## src/rtl/tag_ram_lookup_pkg.sv

```systemverilog
// rtl/tag_ram_lookup_pkg.sv - shared constants and state encoding for the tag RAM lookup controller
package tag_ram_lookup_pkg;

  localparam int DEF_AWIDTH = 3;
  localparam int DEF_DWIDTH = 9;
  localparam int DEF_CNT_W  = 16;
  localparam int TAG_W      = DEF_DWIDTH - 1;
  localparam int VALID_BIT  = DEF_DWIDTH - 1;

  typedef enum logic [2:0] {
    ST_INIT    = 3'd0,
    ST_IDLE    = 3'd1,
    ST_LOOKUP  = 3'd2,
    ST_COMPARE = 3'd3,
    ST_RESP    = 3'd4
  } state_e;

endpackage

```

## src/rtl/tag_ram_lookup_ctrl_sat_counter.sv

```systemverilog
// rtl/tag_ram_lookup_ctrl_sat_counter.sv - saturating event counter
module sat_counter #(
  parameter int W = 16
) (
  input  logic         clock,
  input  logic         reset,
  input  logic         inc,
  output logic [W-1:0] count
);

  logic [W-1:0] count_q;
  logic [W-1:0] count_d;

  always_comb begin
    count_d = count_q;
    if (inc && (count_q != {W{1'b1}})) begin
      count_d = count_q + W'(1);
    end
  end

  always_ff @(posedge clock) begin
    if (reset) begin
      count_q <= '0;
    end else begin
      count_q <= count_d;
    end
  end

  assign count = count_q;

endmodule

```

## src/rtl/tag_ram_lookup_ctrl.sv

```systemverilog
// rtl/tag_ram_lookup_ctrl.sv - tag RAM requester: lookup/compare/allocate plus invalidate sweep
module tag_ram_lookup_ctrl
  import tag_ram_lookup_pkg::*;
#(
  parameter int AWIDTH = DEF_AWIDTH,
  parameter int DWIDTH = DEF_DWIDTH,
  parameter int CNT_W  = DEF_CNT_W
) (
  input  logic                       clock,
  input  logic                       reset,
  input  logic                       req_valid,
  output logic                       req_ready,
  input  logic [DWIDTH-1+AWIDTH-1:0] req_addr,
  input  logic                       req_alloc,
  output logic                       resp_valid,
  output logic                       resp_hit,
  output logic [DWIDTH-1:0]          resp_victim,
  input  logic                       flush,
  output logic                       busy,
  output logic [CNT_W-1:0]           hit_count,
  output logic [CNT_W-1:0]           miss_count,
  output logic [AWIDTH-1:0]          ram_addr,
  output logic [DWIDTH-1:0]          ram_din,
  output logic                       ram_we,
  input  logic [DWIDTH-1:0]          ram_dout
);

  state_e              state_q, state_d;
  logic [AWIDTH-1:0]   sweep_cnt_q, sweep_cnt_d;
  logic                flush_pend_q, flush_pend_d;
  logic [DWIDTH-2:0]   tag_q, tag_d;
  logic [AWIDTH-1:0]   index_q, index_d;
  logic                alloc_q, alloc_d;
  logic                resp_hit_q, resp_hit_d;
  logic [DWIDTH-1:0]   resp_victim_q, resp_victim_d;
  logic                hit;

  assign hit = ram_dout[DWIDTH-1] && (ram_dout[DWIDTH-2:0] == tag_q);

  always_ff @(posedge clock) begin
    if (reset) begin
      state_q       <= ST_INIT;
      sweep_cnt_q   <= '0;
      flush_pend_q  <= 1'b0;
      tag_q         <= '0;
      index_q       <= '0;
      alloc_q       <= 1'b0;
      resp_hit_q    <= 1'b0;
      resp_victim_q <= '0;
    end else begin
      state_q       <= state_d;
      sweep_cnt_q   <= sweep_cnt_d;
      flush_pend_q  <= flush_pend_d;
      tag_q         <= tag_d;
      index_q       <= index_d;
      alloc_q       <= alloc_d;
      resp_hit_q    <= resp_hit_d;
      resp_victim_q <= resp_victim_d;
    end
  end

  // A flush arriving mid-sweep is absorbed by that sweep; otherwise it waits for IDLE.
  always_comb begin
    state_d       = state_q;
    sweep_cnt_d   = sweep_cnt_q;
    flush_pend_d  = flush_pend_q | flush;
    tag_d         = tag_q;
    index_d       = index_q;
    alloc_d       = alloc_q;
    resp_hit_d    = resp_hit_q;
    resp_victim_d = resp_victim_q;
    case (state_q)
      ST_INIT: begin
        flush_pend_d = flush_pend_q;
        sweep_cnt_d  = sweep_cnt_q + AWIDTH'(1);
        if (sweep_cnt_q == {AWIDTH{1'b1}}) begin
          state_d = ST_IDLE;
        end
      end
      ST_IDLE: begin
        if (flush_pend_q) begin
          flush_pend_d = 1'b0;
          sweep_cnt_d  = '0;
          state_d      = ST_INIT;
        end else if (req_valid) begin
          tag_d   = req_addr[DWIDTH-1+AWIDTH-1:AWIDTH];
          index_d = req_addr[AWIDTH-1:0];
          alloc_d = req_alloc;
          state_d = ST_LOOKUP;
        end
      end
      ST_LOOKUP: state_d = ST_COMPARE;
      ST_COMPARE: begin
        resp_hit_d    = hit;
        resp_victim_d = ram_dout;
        state_d       = ST_RESP;
      end
      ST_RESP: state_d = ST_IDLE;
      default: state_d = ST_INIT;
    endcase
  end

  always_comb begin
    req_ready  = (state_q == ST_IDLE) && !flush_pend_q;
    busy       = (state_q != ST_IDLE);
    resp_valid = (state_q == ST_RESP);
    ram_addr   = '0;
    ram_din    = '0;
    ram_we     = 1'b0;
    case (state_q)
      ST_INIT: begin
        ram_addr = sweep_cnt_q;
        ram_we   = 1'b1;
      end
      ST_LOOKUP: ram_addr = index_q;
      ST_COMPARE: begin
        ram_addr = index_q;
        if (!hit && alloc_q) begin
          ram_we  = 1'b1;
          ram_din = {1'b1, tag_q};
        end
      end
      default: ;
    endcase
    // Reset must never let a half-finished write reach the RAM.
    if (reset) begin
      ram_we = 1'b0;
    end
  end

  assign resp_hit    = resp_hit_q;
  assign resp_victim = resp_victim_q;

  sat_counter #(.W(CNT_W)) u_hit_cnt (
    .clock (clock),
    .reset (reset),
    .inc   ((state_q == ST_COMPARE) && hit),
    .count (hit_count)
  );

  sat_counter #(.W(CNT_W)) u_miss_cnt (
    .clock (clock),
    .reset (reset),
    .inc   ((state_q == ST_COMPARE) && !hit),
    .count (miss_count)
  );

endmodule

```

## config.mk

```make
export PLATFORM = sky130hd
export DESIGN_NAME = tag_ram_lookup_ctrl
export DESIGN_NICKNAME = d
export VERILOG_FILES = /design/src/rtl/tag_ram_lookup_pkg.sv /design/src/rtl/tag_ram_lookup_ctrl_sat_counter.sv /design/src/rtl/tag_ram_lookup_ctrl.sv
export SDC_FILE = /design/constraint.sdc
export NUM_CORES = 1
export LEC_CHECK = 0
export BUFFER_PORTS_ARGS = -buffer_cell sky130_fd_sc_hd__buf_4
export CAP_MARGIN = 10
export CELL_PAD_IN_SITES_DETAIL_PLACEMENT = 0
export CELL_PAD_IN_SITES_GLOBAL_PLACEMENT = 1
export CORE_MARGIN = 3
export CORE_UTILIZATION = 38
export DETAILED_ROUTE_END_ITERATION = 12
export PLACE_DENSITY_LB_ADDON = 0.15
export SYNTH_ARGS = -nofsm -noshare
export SYNTH_HDL_FRONTEND = slang
export SYNTH_SLANG_ARGS = --single-unit
```

## constraint.sdc

```tcl
create_clock -name clock -period 2.1 [get_ports clock]
set_input_delay 0.42 -clock clock [delete_from_list [all_inputs] [get_ports clock]]
set_output_delay 0.42 -clock clock [all_outputs]
set_load 0.05 [all_outputs]
```

# ---- After elaboration in Yosys (flattened, before gate mapping)
# Cells that the tools add are included.
dict set report word_totals {
  out_inout_bits 58
  in_bits 25
  regBits 61
  word_cells 56
}
dict set report op_classes {
  n_bitwise 2
  add_sub_neg 3
  eq_ne 12
  n_mux 14
  n_reduce_logical 15
}
# op n
set ops {}
lappend ops {{$add A16 B1 Y16 const B} 2}
lappend ops {{$ne A16 B16 Y1 const B} 2}
lappend ops {{$mux W9} 2}
lappend ops {{$pmux W3 S5} 1}
lappend ops {{$mux W3} 4}
lappend ops {{$pmux W3 S2} 2}
lappend ops {{$eq A8 B8 Y1} 1}
lappend ops {{$logic_and A1 B1 Y1} 7}
lappend ops {{$eq A3 B2 Y1 const B} 2}
lappend ops {{$eq A3 B3 Y1 const B} 2}
lappend ops {{$ne A2 B2 Y1 const B} 2}
lappend ops {{$pmux W1 S2} 2}
lappend ops {{$reduce_and A2 Y1} 2}
lappend ops {{$add A3 B1 Y3 const B} 1}
lappend ops {{$eq A3 B1 Y1 const B} 1}
lappend ops {{$logic_not A3 Y1} 1}
lappend ops {{$mux W1} 3}
lappend ops {{$ne A3 B1 Y1 const B} 1}
lappend ops {{$ne A3 B3 Y1 const B} 1}
lappend ops {{$reduce_and A3 Y1} 1}
lappend ops {{$logic_not A1 Y1} 2}
lappend ops {{$reduce_bool A2 Y1} 1}
lappend ops {{$reduce_or A2 Y1} 1}
lappend ops {{$not A1 Y1} 1}
lappend ops {{$or A1 B1 Y1} 1}

# ---- Logic depth before layout (Yosys ltp)
dict set report depth {
  depth_word 7
  depth_mapped 7
  mapped_depth_nobuf 6
}

# ---- Cells and area by module
# From an unflattened synthesis, not the netlist that was laid out.
dict set report unflattened {
  hier_cells 377
  hier_area_um2 3173.0
}
# module cells_per_inst instances area_per_inst_um2 seq_area_each_um2
set by_module_without_submodules {}
lappend by_module_without_submodules {sat_counter 99 2 848.3 320.3}
lappend by_module_without_submodules {tag_ram_lookup_ctrl 179 1 1476.4 580.6}

# ---- Worst setup path before layout
# Ideal clock, no wire load.
dict set report synth_path {
  path_kind {flip-flop to output port}
  startpoint {register state_q[0]}
  endpoint {output ram_din[0]}
  t_arrival_ps 2039
  path_buffers 2
  path_stages_with_launch 8
  required_time_ps 1680
  path_slack_ps -359
  path_cell_list {dfxtp_1 > buf_2 > nand2_1 > nor2_1 > clkbuf_1 > nand3_1 > inv_1 > and2_1}
}
dict set report synth_via {
  elab_chain_len 2
}
# item line
set synth_lines {}
lappend synth_lines {{from (decl)} tag_ram_lookup_ctrl.sv:28} ;# state_e state_q, state_d;
lappend synth_lines {{from (signal assigned)} tag_ram_lookup_ctrl.sv:51} ;# state_q <= state_d;
lappend synth_lines {{$eq A3 B2 Y1} tag_ram_lookup_ctrl.sv:110} ;# case (state_q)
lappend synth_lines {{$mux W9} tag_ram_lookup_ctrl.sv:110}
lappend synth_lines {{to (decl)} tag_ram_lookup_ctrl.sv:23} ;# output logic [DWIDTH-1:0] ram_din,
# Every way passes these cells.

# ---- Final worst setup path
dict set report layout_path {
  startpoint {register tag_q[3]}
  endpoint {output ram_din[4]}
}
dict set report layout_via {
  elab_chain_len 6
}
# item line
set layout_lines {}
lappend layout_lines {{from (decl)} tag_ram_lookup_ctrl.sv:31} ;# logic [DWIDTH-2:0] tag_q, tag_d;
lappend layout_lines {{from (signal assigned)} tag_ram_lookup_ctrl.sv:54} ;# tag_q <= tag_d;
lappend layout_lines {{$eq A8 B8 Y1} tag_ram_lookup_ctrl.sv:38} ;# assign hit = ram_dout[DWIDTH-1] && (ram_dout[DWIDTH-2:0] == tag_q);
lappend layout_lines {{$logic_and A1 B1 Y1} tag_ram_lookup_ctrl.sv:38}
lappend layout_lines {{$logic_not A1 Y1} tag_ram_lookup_ctrl.sv:118} ;# if (!hit && alloc_q) begin
lappend layout_lines {{$logic_and A1 B1 Y1} tag_ram_lookup_ctrl.sv:118}
lappend layout_lines {{$mux W9} tag_ram_lookup_ctrl.sv:118}
lappend layout_lines {{$mux W9} tag_ram_lookup_ctrl.sv:110}
# Every way passes these cells.

==> summary.md <==
| Metric | Value |
|---|---|
| Critical path, cell by cell | `xnor2_2, and4_4, nand3_4, nand3_4, clkinvlp_4, and2_4, buf_6` |
| First-pass DRT Iterations | `5` |
| VDD IR max | `0.250 mV` |
| Buf/Inv on CP | `2` |
| TritonCTS clock tree | `done` |
| Switching part of the total | `23.6%` |
| Final setup fails | `8` |
| Port bufs | `82` |
| Initial antenna violation count | `0` |
| Synth Instances | `376` |
| Sequential Area | `0.00125 sq mm` |
| Net Count, Synth | `405` |
| Placed Instances | `564` |
| Routed WL per cell | `14.0 microns` |
| WP depth | `7` |
| Largest net degree at the start of global routing | `40` |
| Crit path max fanout | `5` |
| Io pins | `83` |
| Fin util | `55.6%` |
| Row count | `32` |
| Final worst-path cycle share | `104%` |
| Cell mode on critical path | `nand3_4` |
| Final Skew | `0.00699 ns` |
| Commonest cells in the netlist | `61 x dfxtp_1, 48 x a21oi_1, 48 x nand2_1, 26 x nor2_1, 24 x nand3_1` |
| Count leader, synth | `dfxtp_1` |
| Detailed placement HPWL | `5.89 mm` |
| YS warnings | `0` |
| Total chip power | `2.31 mW` |
| Yosys reg bits | `61` |
| Launching point of the worst reg2reg path | `tag_q[6]` |
| Initial Util | `39.6%` |
| CP max stage delay | `0.34 ns` |
| Register share of total power | `50.7%` |
| Startpoint Class | `flop` |
| Antenna viol nets, final | `0` |
| Synth Area per Inst | `8.23 sq um` |
| Min Clock Period, post-route | `2.19 ns` |
| P per Cell Area | `532 mW/mm^2` |
| Vias | `3068` |
| Clock power share | `41.5%` |
| CTS H-tree depth | `3` |
| Status | `finished with violations` |
| Hold/Removal Path Class | `input port to flop` |
| Synth Area in Simple Gates | `33.3%` |
| ANT cells | `0` |
| Synth Area in Compound Gates | `15.7%` |
| Synthesized area | `0.00309 sq mm` |
| Main combinational cell family by area after synthesis | `simple AND/OR/NAND/NOR gates` |
| Placed Area | `0.00398 sq mm` |
| RSZ-0062 raised after global routing | `true` |
| Final Wtd Congestion | `0.783` |
| Final Net Count | `510` |
| CP max-delay cell | `dfxtp_2` |
| Remaining Overflow, GRT | `0` |
| Critical path required time | `1.68 ns` |
| Area leader, netlist | `dfxtp_1` |
| Setup WS pre-CTS | `-0.0647 ns` |
| Final wirelength | `8.24 mm` |
| Max Cap Violations | `0` |
| CP Class | `flop to output pin` |
| Vias/cell | `5.23` |
| Root buffer cell | `clkbuf_8` |
| Internal | `1.76 mW` |
| Synth top area share | `39.5%` |
| CP arrival | `1.77 ns` |
| FF-to-FF path depth | `6` |
| Die Ht | `96.2 microns` |
| Area of the multi-input gates | `0.00185 sq mm` |
| Failing checks | `setup timing` |
| Clock Latency Late Sink | `0.33 ns` |
| Post-Synth Adder-Cell Area | `1.62%` |
| Max transition margin | `71.6%` |
| Clock sink total | `61` |
| Layout cell share with drive strength beyond 1 | `38.4%` |
| Die X | `96.2 microns` |
| Critical Path End Type | `output pin` |
| HP Start | `req_addr[8]` |
| Vias in the first global route | `2781` |
| CTS Buf Count | `9` |
| First-pass GRT wire length | `13.2 mm` |
| Filler-free cell count of the finished design | `587` |
| Register area share after synthesis | `39.5%` |
| Top cells by area, synth | `dfxtp_1 39%, a21oi_1 7.8%, nand2_1 5.8%` |
| CP delay by family, top | `simple AND/OR/NAND/NOR gates` |
| Die area | `0.00926 sq mm` |
| Mux share of post-synthesis cell area | `3.23%` |
| Worst-path clk slew | `0.06 ns` |
| Finished Cell Area | `0.00434 sq mm` |
| # fillers | `746` |
| Unique masters post-synth | `54` |
| Initial drt markers | `86` |
| Synth async-reset ratio | `0%` |
| Number of synthesized flops with an enable pin | `0` |
| XOR/XNOR Fraction of Synth Area | `2.26%` |
| Layout area overhead | `40.2%` |
| Sw power | `545 uW` |
| Max clock buf depth | `2` |
| GRT Overall Usage | `18.1%` |
| Final hold vios | `0` |
| Core ar. | `0.00781 sq mm` |
| Setup ws final | `-0.0862 ns` |
| Hold path depth | `3` |
| Combinational share of power | `7.8%` |
| Post-synth top flop | `dfxtp_1` |
| Slew @ Worst Pin | `0.423 ns` |
| Lkg Pwr | `1.70 nW` |
| CTS Hold Bufs | `0` |
| Post-route DRC | `0` |
| Fmax | `0.457 GHz` |
| Worst setup path startpoint | `tag_q[3]` |
| Final Slew Violations | `0` |
registers in the layout, indices dropped and copies added (netlist names):
name              cells
alloc_q               1
flush_pend_q          1
index_q               3
resp_hit              1
resp_victim           9
state_q               3
sweep_cnt_q           3
tag_q                 8
u_hit_cnt.count      16
u_miss_cnt.count     16
tightest hold or removal path, cell delays in order:
cell	delay [ns]
buf_4	0.11
nand3_1	0.05
a21oi_1	0.05
cells in the final DEF, fill, tap and decap left out, types with 2 or more instances in the layout:
cell | netlist | layout
and3_1 | 2 | 2
clkbuf_8 | 0 | 12
inv_1 | 6 | 5
nor2_1 | 26 | 26
nand2_1 | 48 | 48
clkbuf_1 | 13 | 2
or4_1 | 11 | 11
a311oi_1 | 2 | 2
o31ai_1 | 10 | 10
buf_4 | 2 | 102
nor2b_1 | 8 | 8
a22oi_1 | 5 | 5
mux2_1 | 3 | 3
dfxtp_2 | 0 | 17
buf_6 | 3 | 12
mux2_2 | 5 | 5
a21oi_1 | 48 | 47
nand4_1 | 9 | 9
nor4_1 | 4 | 4
ha_1 | 4 | 4
nand3_1 | 24 | 22
xnor2_2 | 0 | 6
nand2b_1 | 4 | 4
o41ai_1 | 3 | 3
and2_4 | 0 | 8
and2_1 | 10 | 2
nand3_4 | 0 | 2
or3_1 | 9 | 9
and4_1 | 2 | 2
o21ai_0 | 8 | 8
nor3_1 | 8 | 8
a211oi_1 | 2 | 2
xor2_2 | 0 | 2
and4_4 | 2 | 2
clkinvlp_4 | 0 | 2
dfxtp_1 | 61 | 43
metrics by stage:
stage / hold slack (ns) / TNS [ns]
floorplan: 0.437 / 0
global placement: 0.443 / -0.401
detailed placement: 0.448 / -0.572
CTS: 0.327 / -0.457
global route: 0.333 / -1.25
finish: 0.337 / -0.611
cells by family (layout without fill, tap and decap cells):
kind of cell	after synthesis	in the layout
AND/OR/NAND/NOR	184	184
AO/OA/AOI/OAI	83	83
flip-flops	61	61
buffers and inverters	27	136
multiplexers	9	9
XOR/XNOR	8	8
adder cells (fa/ha/maj)	4	4
worst paths after layout:
path | slack [ns] | end
max | -0.09 | ram_din[4]
min | 0.34 | tag_q[5]
max reg2reg | 0.12 | u_miss_cnt.count[8]
min reg2reg | 0.45 | resp_hit
routing by layer:
layer	track usage [%]	vias up	routed length (microns)
li1	-	1575	-
met1	24.6	1416	3980
met2	27.1	72	3700
met3	5.24	5	508
met4	6.28	0	50
met5	0	-	0
cell type report:
type | instances | share of cell area, %
multi-input cells | 288 | 42.7
well taps | 102 | 2.94
repair buffers | 114 | 20.8
clock buffers | 14 | 3.98
repair inverters | 1 | 0.173
inverters | 6 | 0.606
clock inverters | 1 | 0.115
flip-flops and latches | 61 | 28.7
what timing repair did:
item | in CTS | in global routing
cloned | 1 | 0
setup buffers | 6 | 1
pin swaps | 8 | 2
gates resized for setup | 25 | 5
setup endpoints to repair | 10 | 13
power groups by stage:
stage / Clock [mW] / Combinational, mW / Sequential (mW)
after floorplan: 0 / 0.0959 / 1.19
after global placement: 0 / 0.161 / 1.20
after detailed placement: 0 / 0.163 / 1.20
after CTS: 0.980 / 0.179 / 1.17
after global routing: 1.04 / 0.195 / 1.17
final: 0.958 / 0.180 / 1.17
Note: power is estimated with default switching activity, not from simulation.
